## config.mk

```make
export PLATFORM = sky130hd
export DESIGN_NAME = regs_mp_sb_flat
export DESIGN_NICKNAME = d
export VERILOG_FILES = /design/src/rtl/regs_mp_sb_if.sv /design/src/rtl/regs_mp_sb.sv /design/src/flat_wrapper.sv
export SDC_FILE = /design/constraint.sdc
export NUM_CORES = 1
export LEC_CHECK = 0
export ABC_AREA = 1
export ABC_CLOCK_PERIOD_IN_PS = 6900
export BUFFER_PORTS_ARGS = -buffer_cell sky130_fd_sc_hd__buf_2
export CORE_AREA = 2 2 151 153
export DETAILED_ROUTE_END_ITERATION = 12
export DIE_AREA = 0 0 153 155
export MAX_ROUTING_LAYER = met4
export PLACE_DENSITY = 0.57
export SYNTH_ARGS = -nofsm -noshare
export SYNTH_HDL_FRONTEND = slang
export SYNTH_SLANG_ARGS = --single-unit
export TNS_END_PERCENT = 100
```

## constraint.sdc

```tcl
create_clock -name clk -period 6.9 [get_ports clk]
set_input_delay 1.035 -clock clk [delete_from_list [all_inputs] [get_ports clk]]
set_output_delay 1.035 -clock clk [all_outputs]
set_load 0.02 [all_outputs]
```

## src/rtl/regs_mp_sb_if.sv

```systemverilog
// Port bundle for regs_mp_sb: write ports, read ports, scoreboard and clear-engine signals.
interface regs_mp_sb_if #(
  parameter int DATA_WIDTH = 8,
  parameter int ADDR_WIDTH = 3,
  parameter int NUM_RD     = 2,
  parameter int NUM_WR     = 2
);
  localparam int NUM_REGS = 2 ** ADDR_WIDTH;

  logic [NUM_WR-1:0]                 we;
  logic [NUM_WR-1:0][ADDR_WIDTH-1:0] waddr;
  logic [NUM_WR-1:0][DATA_WIDTH-1:0] wdata;
  logic [NUM_RD-1:0][ADDR_WIDTH-1:0] raddr;
  logic [NUM_RD-1:0][DATA_WIDTH-1:0] rdata;
  logic [NUM_RD-1:0]                 rbusy;
  logic                              busy_set;
  logic [ADDR_WIDTH-1:0]             busy_addr;
  logic [NUM_REGS-1:0]               busy_q;
  logic                              clr_req;
  logic                              clr_active;
  logic                              clr_done;

  modport master (
    output we, waddr, wdata, raddr, busy_set, busy_addr, clr_req,
    input  rdata, rbusy, busy_q, clr_active, clr_done
  );

  modport slave (
    input  we, waddr, wdata, raddr, busy_set, busy_addr, clr_req,
    output rdata, rbusy, busy_q, clr_active, clr_done
  );
endinterface

```

## src/rtl/regs_mp_sb.sv

```systemverilog
// Multi-port register file with same-cycle bypass, busy scoreboard and sequential clear engine.
// Reads are combinational, writes land at the next edge; a clear takes NUM_REGS+1 cycles to clr_done.
module regs_mp_sb #(
  parameter int DATA_WIDTH = 8,
  parameter int ADDR_WIDTH = 3,
  parameter int NUM_RD     = 2,
  parameter int NUM_WR     = 2,
  parameter int BYPASS     = 1,
  parameter int R0_ZERO    = 1
) (
  input  logic         clk,
  input  logic         reset,
  regs_mp_sb_if.slave  bus
);
  localparam int NUM_REGS = 2 ** ADDR_WIDTH;
  localparam logic [ADDR_WIDTH-1:0] LAST_IDX = ADDR_WIDTH'(NUM_REGS - 1);

  typedef enum logic [1:0] {IDLE, CLEAR, DONE} state_t;

  state_t                            state_q, state_d;
  logic [ADDR_WIDTH-1:0]             idx_q, idx_d;
  logic [NUM_REGS-1:0][DATA_WIDTH-1:0] gpr;
  logic [NUM_REGS-1:0]               busy_r;
  logic                              clearing;
  logic                              clr_active_c, clr_done_c;
  logic [NUM_WR-1:0]                 wr_en;
  logic                              set_en;
  logic [NUM_RD-1:0][DATA_WIDTH-1:0] rdata_c;
  logic [NUM_RD-1:0]                 hit;

  always_ff @(posedge clk or posedge reset) begin
    if (reset) begin
      state_q <= IDLE;
      idx_q   <= '0;
    end else begin
      state_q <= state_d;
      idx_q   <= idx_d;
    end
  end

  always_comb begin
    state_d      = state_q;
    idx_d        = idx_q;
    clr_active_c = 1'b0;
    clr_done_c   = 1'b0;
    case (state_q)
      IDLE: begin
        if (bus.clr_req) begin
          state_d = CLEAR;
          idx_d   = '0;
        end
      end
      CLEAR: begin
        clr_active_c = 1'b1;
        // Stop on the last register rather than letting idx wrap.
        if (idx_q == LAST_IDX) state_d = DONE;
        else                   idx_d   = idx_q + ADDR_WIDTH'(1);
      end
      DONE: begin
        clr_done_c = 1'b1;
        state_d    = IDLE;
      end
      default: state_d = IDLE;
    endcase
  end

  assign clearing = (state_q == CLEAR);

  // Qualified write/set enables: blocked while clearing and for R0 when it is hardwired.
  always_comb begin
    wr_en = '0;
    for (int j = 0; j < NUM_WR; j++) begin
      wr_en[j] = bus.we[j] && !clearing &&
                 !((R0_ZERO != 0) && (bus.waddr[j] == '0));
    end
  end

  assign set_en = bus.busy_set && !clearing &&
                  !((R0_ZERO != 0) && (bus.busy_addr == '0));

  always_ff @(posedge clk or posedge reset) begin
    if (reset) begin
      gpr    <= '0;
      busy_r <= '0;
    end else if (clearing) begin
      gpr[idx_q]    <= '0;
      busy_r[idx_q] <= 1'b0;
    end else begin
      // Ascending port order lets the highest-index port win a collision.
      for (int j = 0; j < NUM_WR; j++) begin
        if (wr_en[j]) begin
          gpr[bus.waddr[j]]    <= bus.wdata[j];
          busy_r[bus.waddr[j]] <= 1'b0;
        end
      end
      if (set_en) busy_r[bus.busy_addr] <= 1'b1;
    end
  end

  always_comb begin
    rdata_c = '0;
    hit     = '0;
    for (int i = 0; i < NUM_RD; i++) begin
      rdata_c[i] = gpr[bus.raddr[i]];
      if (BYPASS != 0) begin
        for (int j = 0; j < NUM_WR; j++) begin
          if (wr_en[j] && (bus.waddr[j] == bus.raddr[i])) begin
            rdata_c[i] = bus.wdata[j];
            hit[i]     = 1'b1;
          end
        end
      end
    end
  end

  always_comb begin
    bus.rbusy = '0;
    for (int i = 0; i < NUM_RD; i++) begin
      bus.rbusy[i] = busy_r[bus.raddr[i]] & ~hit[i];
    end
  end

  assign bus.rdata      = rdata_c;
  assign bus.busy_q     = busy_r;
  assign bus.clr_active = clr_active_c;
  assign bus.clr_done   = clr_done_c;
endmodule

```

## src/flat_wrapper.sv

```systemverilog
// flat-port wrapper written by rule: the top's interface ports become plain ports
module regs_mp_sb_flat 
#(
  parameter int DATA_WIDTH = 8,
  parameter int ADDR_WIDTH = 3,
  parameter int NUM_RD     = 2,
  parameter int NUM_WR     = 2,
  parameter int BYPASS     = 1,
  parameter int R0_ZERO    = 1
)
  (clk, reset, bus_we, bus_waddr, bus_wdata, bus_raddr, bus_busy_set, bus_busy_addr, bus_clr_req, bus_rdata, bus_rbusy, bus_busy_q, bus_clr_active, bus_clr_done);
  regs_mp_sb_if #(.DATA_WIDTH(DATA_WIDTH), .ADDR_WIDTH(ADDR_WIDTH), .NUM_RD(NUM_RD), .NUM_WR(NUM_WR)) bus_i ();
  input  logic clk;
  input  logic reset;
  input wire logic [$bits(bus_i.we)-1:0] bus_we;
  input wire logic [$bits(bus_i.waddr)-1:0] bus_waddr;
  input wire logic [$bits(bus_i.wdata)-1:0] bus_wdata;
  input wire logic [$bits(bus_i.raddr)-1:0] bus_raddr;
  input wire logic [$bits(bus_i.busy_set)-1:0] bus_busy_set;
  input wire logic [$bits(bus_i.busy_addr)-1:0] bus_busy_addr;
  input wire logic [$bits(bus_i.clr_req)-1:0] bus_clr_req;
  output wire logic [$bits(bus_i.rdata)-1:0] bus_rdata;
  output wire logic [$bits(bus_i.rbusy)-1:0] bus_rbusy;
  output wire logic [$bits(bus_i.busy_q)-1:0] bus_busy_q;
  output wire logic [$bits(bus_i.clr_active)-1:0] bus_clr_active;
  output wire logic [$bits(bus_i.clr_done)-1:0] bus_clr_done;
  assign bus_i.we = bus_we;
  assign bus_i.waddr = bus_waddr;
  assign bus_i.wdata = bus_wdata;
  assign bus_i.raddr = bus_raddr;
  assign bus_i.busy_set = bus_busy_set;
  assign bus_i.busy_addr = bus_busy_addr;
  assign bus_i.clr_req = bus_clr_req;
  assign bus_rdata = bus_i.rdata;
  assign bus_rbusy = bus_i.rbusy;
  assign bus_busy_q = bus_i.busy_q;
  assign bus_clr_active = bus_i.clr_active;
  assign bus_clr_done = bus_i.clr_done;
  regs_mp_sb #(.DATA_WIDTH(DATA_WIDTH), .ADDR_WIDTH(ADDR_WIDTH), .NUM_RD(NUM_RD), .NUM_WR(NUM_WR), .BYPASS(BYPASS), .R0_ZERO(R0_ZERO)) u_core (.clk(clk), .reset(reset), .bus(bus_i));
endmodule
```

Word level (Yosys, flattened, before mapping)
Index checks and enable logic that the tools add are counted.
Cells by class
  bitwise operators: 13
  $lt $le $gt $ge: 10
  div/mod/pow operators: 0
  add/sub/neg operators: 1
  shifts and indexed selects: 0
  eq/ne operators: 10
  reduce and logical (&&, ||, !) cells: 25
  mux-type cells: 50
  multipliers: 0
Operators by type and width (count)
  $mux 64: 4
  $bwmux 64: 2
  $mux 8: 15
  $demux 8 s3: 3
  $and 64x64->64: 1
  $not 64->64: 1
  $bmux 8 s3: 2
  $and 8x8->8: 3
  $lt 3x4->1 const B: 6
  $not 8->8: 3
  $logic_and 1x1->1: 14
  $demux 1 s3: 4
  $eq 3x3->1: 4
  $ge 3x1->1 const B: 4
  $mux 1: 12
  $logic_not 3->1: 3
  $or 8x8->8: 1
  $bmux 1 s3: 2
  $mux 3: 2
  $ne 2x2->1 const B: 3
  $pmux 3 s2: 1
  $logic_not 1->1: 4
  $mux 2: 2
  $pmux 2 s2: 1
  other kinds (10): 12
Word-level totals
  logic and storage cells: 120
  memories kept: 0
  memory bits (read-only): 0
  memory bits (writable): 0
  latch bits: 0
  output and inout bits: 28
  bits in registers: 77

Longest topological paths before layout
  word-level depth: 14
  depth in mapped cells: 12
  mapped depth without buffers: 10

Worst setup path after synthesis
OpenSTA, ideal clock, no wires.
  path type: input to output
  start: in bus_raddr[3]
  end: out bus_rbusy[1]
  path buffers: 2
  setup slack: 3.677 ns
  arrival time: 2.188 ns
  stages: 8
  cells stage by stage: buf_2 -> clkinv_1 -> clkbuf_1 -> a21oi_1 -> o21ai_0 -> o211ai_1 -> o21ai_0 -> nor2_1
On the way
  word-level cells in the longest chain between the ends: 6
RTL lines
  start, declared: line flat_wrapper.sv:18  | input wire logic [$bits(bus_i.raddr)-1:0] bus_raddr;
  $eq 3x3->1: line regs_mp_sb.sv:107  | if (wr_en[j] && (bus.waddr[j] == bus.raddr[i])) begin
  $logic_and 1x1->1: line regs_mp_sb.sv:107
  $mux 1 (2 in series): line regs_mp_sb.sv:107
  $not 1->1: line regs_mp_sb.sv:119  | bus.rbusy[i] = busy_r[bus.raddr[i]] & ~hit[i];
  $and 1x1->1 (*): line regs_mp_sb.sv:119
  end, declared: line flat_wrapper.sv:23  | output wire logic [$bits(bus_i.rbusy)-1:0] bus_rbusy;
Every way passes the cells marked *; elsewhere a longest branch is shown, timed or not. The select of a mux whose other input is x is not followed.

Final worst setup path
Same ends and word-level chain as after synthesis.

==> flow_summary.yaml <==
synth:
  syn_area_per_cell_um2: 5.97
  synth.net_count: 1128
  yosys.cell_types.count: 31
  synth_top_area_cell: "dfrtp_1"
  synth.area.top_cells: "dfrtp_1 (30%), nand2_1 (26%), nand3_1 (13%)"
  ys_warn_count: 0
  syn_area_um2: 6500
  ys_seq_area_share_pct: 29.6
  ys_ff_latch: 77
  synthesis.instances: 1089
  yosysTopAreaCellShare_pct: 29.6
grt:
  antenna_found_initial: 0
  grt_pass1_wl_mm: 42.9
  grt_overflow: 0
  track_usage_pct: 24.3
  grt_max_degree: 78
  grt_pass1_vias: 6992
finish:
  final_layout_size_suffix_gt1_share_pct: 11.1
  multiInputGateArea_um2: 3910
  final_cell_mix: "nand2_1 (458), nand3_1 (164), inv_1 (105)"
  fillCellCount: 2494
  final_common_cell: "nand2_1"
  fin_nets: 1155
  diodes: 0
  fin_area_um2: 7350
  instances_no_fill: 1405
  final-seq-area_um2: 1930
  area_growth_pct: 13.0
floorplanning:
  io_pins: 65
  dieHeight_um: 155
  row_count: 55
  initial_core_util_pct: 29.3
  coreArea_um2: 22200
  dieArea_um2: 23700
  die_x_um: 153
setup_path:
  path_buf_inv: 4
  crit_path_max_fanout: 42
  worstSetupEndpointType: "output port"
  cp_cell_sequence: "buf_2, buf_4, clkinv_1, nand2_1, nand2_1, nand2_1, nor2_2, nand2_2, nand2_1, nor2_1, buf_2"
  worstSetupStartpointType: "primary input"
  cpMaxStageDelayCell: "clkinv_1"
  cp.arrival_ns: 3.67
  critical_path_class: "primary input to output port"
  critical-path-max-stage-delay_ns: 0.94
  worst_path_most_repeated_cell: "nand2_1"
  r2r-start: "u_core.state_q[1]$_DFFE_PP0P_"
  reg2regPathDepth: 7
  reg2reg_slack_ns: 4.38
  crit_family: "buffers and inverters"
  rr_endpoint: "u_core.gpr[8]$_DFF_PP0_"
  worstPathRequired_ns: 5.86
power_and_ir_drop:
  ir_worst_vdd_v: 0.000367
  p_leak_uw: 0.00385
  powerDensity_nw_per_um2: 328
timing:
  setup_viol: 0
  whs_ns: 0.487
  period_needed_ns: 4.71
  fin_crit_sh_pct: 68.2
  hold_violations: 0
  slew_headroom_pct: 28.9
  final.setup.tns_ns: 0
  fmax_mhz: 213
  fin_worst_skew_ns: 0.00458
  tightest_slew_ns: 1.06
  final_max_slew_viol_count: 0
  rsz0062_at_grt: "no"
  fin_ws_ns: 2.19
clock_network:
  hold_buffers: 0
  cts-buffers-inserted: 9
  clock_latency_ns: 0.36
  clock_tree.root_cell: "clkbuf_16"
  cts_tree: "yes"
  clk_pin_slew_ns: 0.06
  cts.sinks: 77
  post_cts_buffers: 0
  clockBufferDepth: 2
  h-tree-depth: 3
  cts_resized: 0
placed_design:
  dp_hpwl_mm: 19.6
  port_buffers: 64
  dp.cells: 1390
  dp_slack_ns: 2.29
  routabilityCongestion: 0.958
  placedInstanceArea_um2: 6990
route:
  vias: 7540
  routed_wl_mm: 27.9
  drt-initial-drc-count: 875
  avgRoutedWirePerCell_um: 19.8
  via_per_inst: 5.37
  drc: 0
  drtPass1Iterations: 6
  ant_nets: 0
min_path:
  min_path_type: "flip-flop to flip-flop"
  hp-start: "u_core.gpr[56]$_DFF_PP0_"
  whs_path_depth: 2
  hold_path_end: "u_core.gpr[56]$_DFF_PP0_"
outcome:
  status: "finished clean"
flow_run:
  maxCapViolations: 0
## registers in the layout (all words and copies together) (netlist names)
| name | cells |
|---|---|
| u_core.bus.busy_q | 8 |
| u_core.idx_q | 3 |
| u_core.state_q | 2 |
| u_core.gpr | 64 |
## cells by family after synthesis
group	count (synthesis)	share of synthesized area (%)
and+or+nand+nor	700	46.3
DFF	77	29.6
AOI/OAI and AO/OA	132	12.2
buffers and inverters	169	10.3
adders and majority gates	2	0.385
xor gates and xnor gates	9	1.21
## worst max-delay path by stage
stage            startpoint  cells past startpoint           end
2_1_floorplan  bus_raddr[3]                      8  bus_rbusy[1]
3_3_place_gp   bus_raddr[3]                     11  bus_rbusy[1]
3_5_place_dp   bus_raddr[3]                     11  bus_rbusy[1]
4_1_cts        bus_raddr[3]                     11  bus_rbusy[1]
5_1_grt        bus_raddr[3]                     11  bus_rbusy[1]
6_report       bus_raddr[3]                     11  bus_rbusy[1]
## cell type report
| type | instances | area share [%] |
|---|---|---|
| Timing Repair Buffer | 69 | 4.87 |
| Clock buffer | 11 | 3.30 |
| Inverter | 116 | 5.94 |
| Sequential cell | 77 | 26.2 |
| Multi-Input combinational cell | 843 | 53.2 |
| Clock inverter | 4 | 1.63 |
| Tap cell | 285 | 4.85 |
## synthesized netlist by cell type, drive strengths merged
library cell and n:
nand4 4, nand2 465, or2 1, nor3 8, nand3b 7, nor4 2, ha 2, a21oi 26
o21ai 55, inv 112, clkbuf 18, nor2 45, o211ai 33, buf 35, xor2 6, a41oi 2
clkinv 4, dfrtp 77, a31oi 16, nand3 168, xnor2 3
## per-stage QoR
step / util, % / power (uW)
2_1_floorplan: - / 1430
4_1_cts: 33.1 / 2390
3_3_place_gp: 31.4 / 1770
5_1_grt: 33.1 / 2580
6_report: 33.1 / 2410
3_5_place_dp: 31.4 / 1780
## metal layers
layer	vias up	global-route usage (%)	wire length, um
met5	-	-	0
met4	0	11.2	1190
met3	58	3.48	2070
met2	340	37.2	12700
met1	3583	31.8	11900
li1	3559	-	-
## power breakdown
group | switching (uW) | internal, uW | total (uW)
combinational | 797 | 318 | 1120
sequential | 102 | 579 | 681
clock | 213 | 399 | 612
total | 1110 | 1300 | 2410
## worst register-to-register path: cells and delay by family, from the launching register on
kind,cells,cell delay (ns)
compound gates,2,0.36
buf+inv,1,0.07
simple gates,4,1.55
flops,1,0.41
Power figures use the tool's default switching activity.
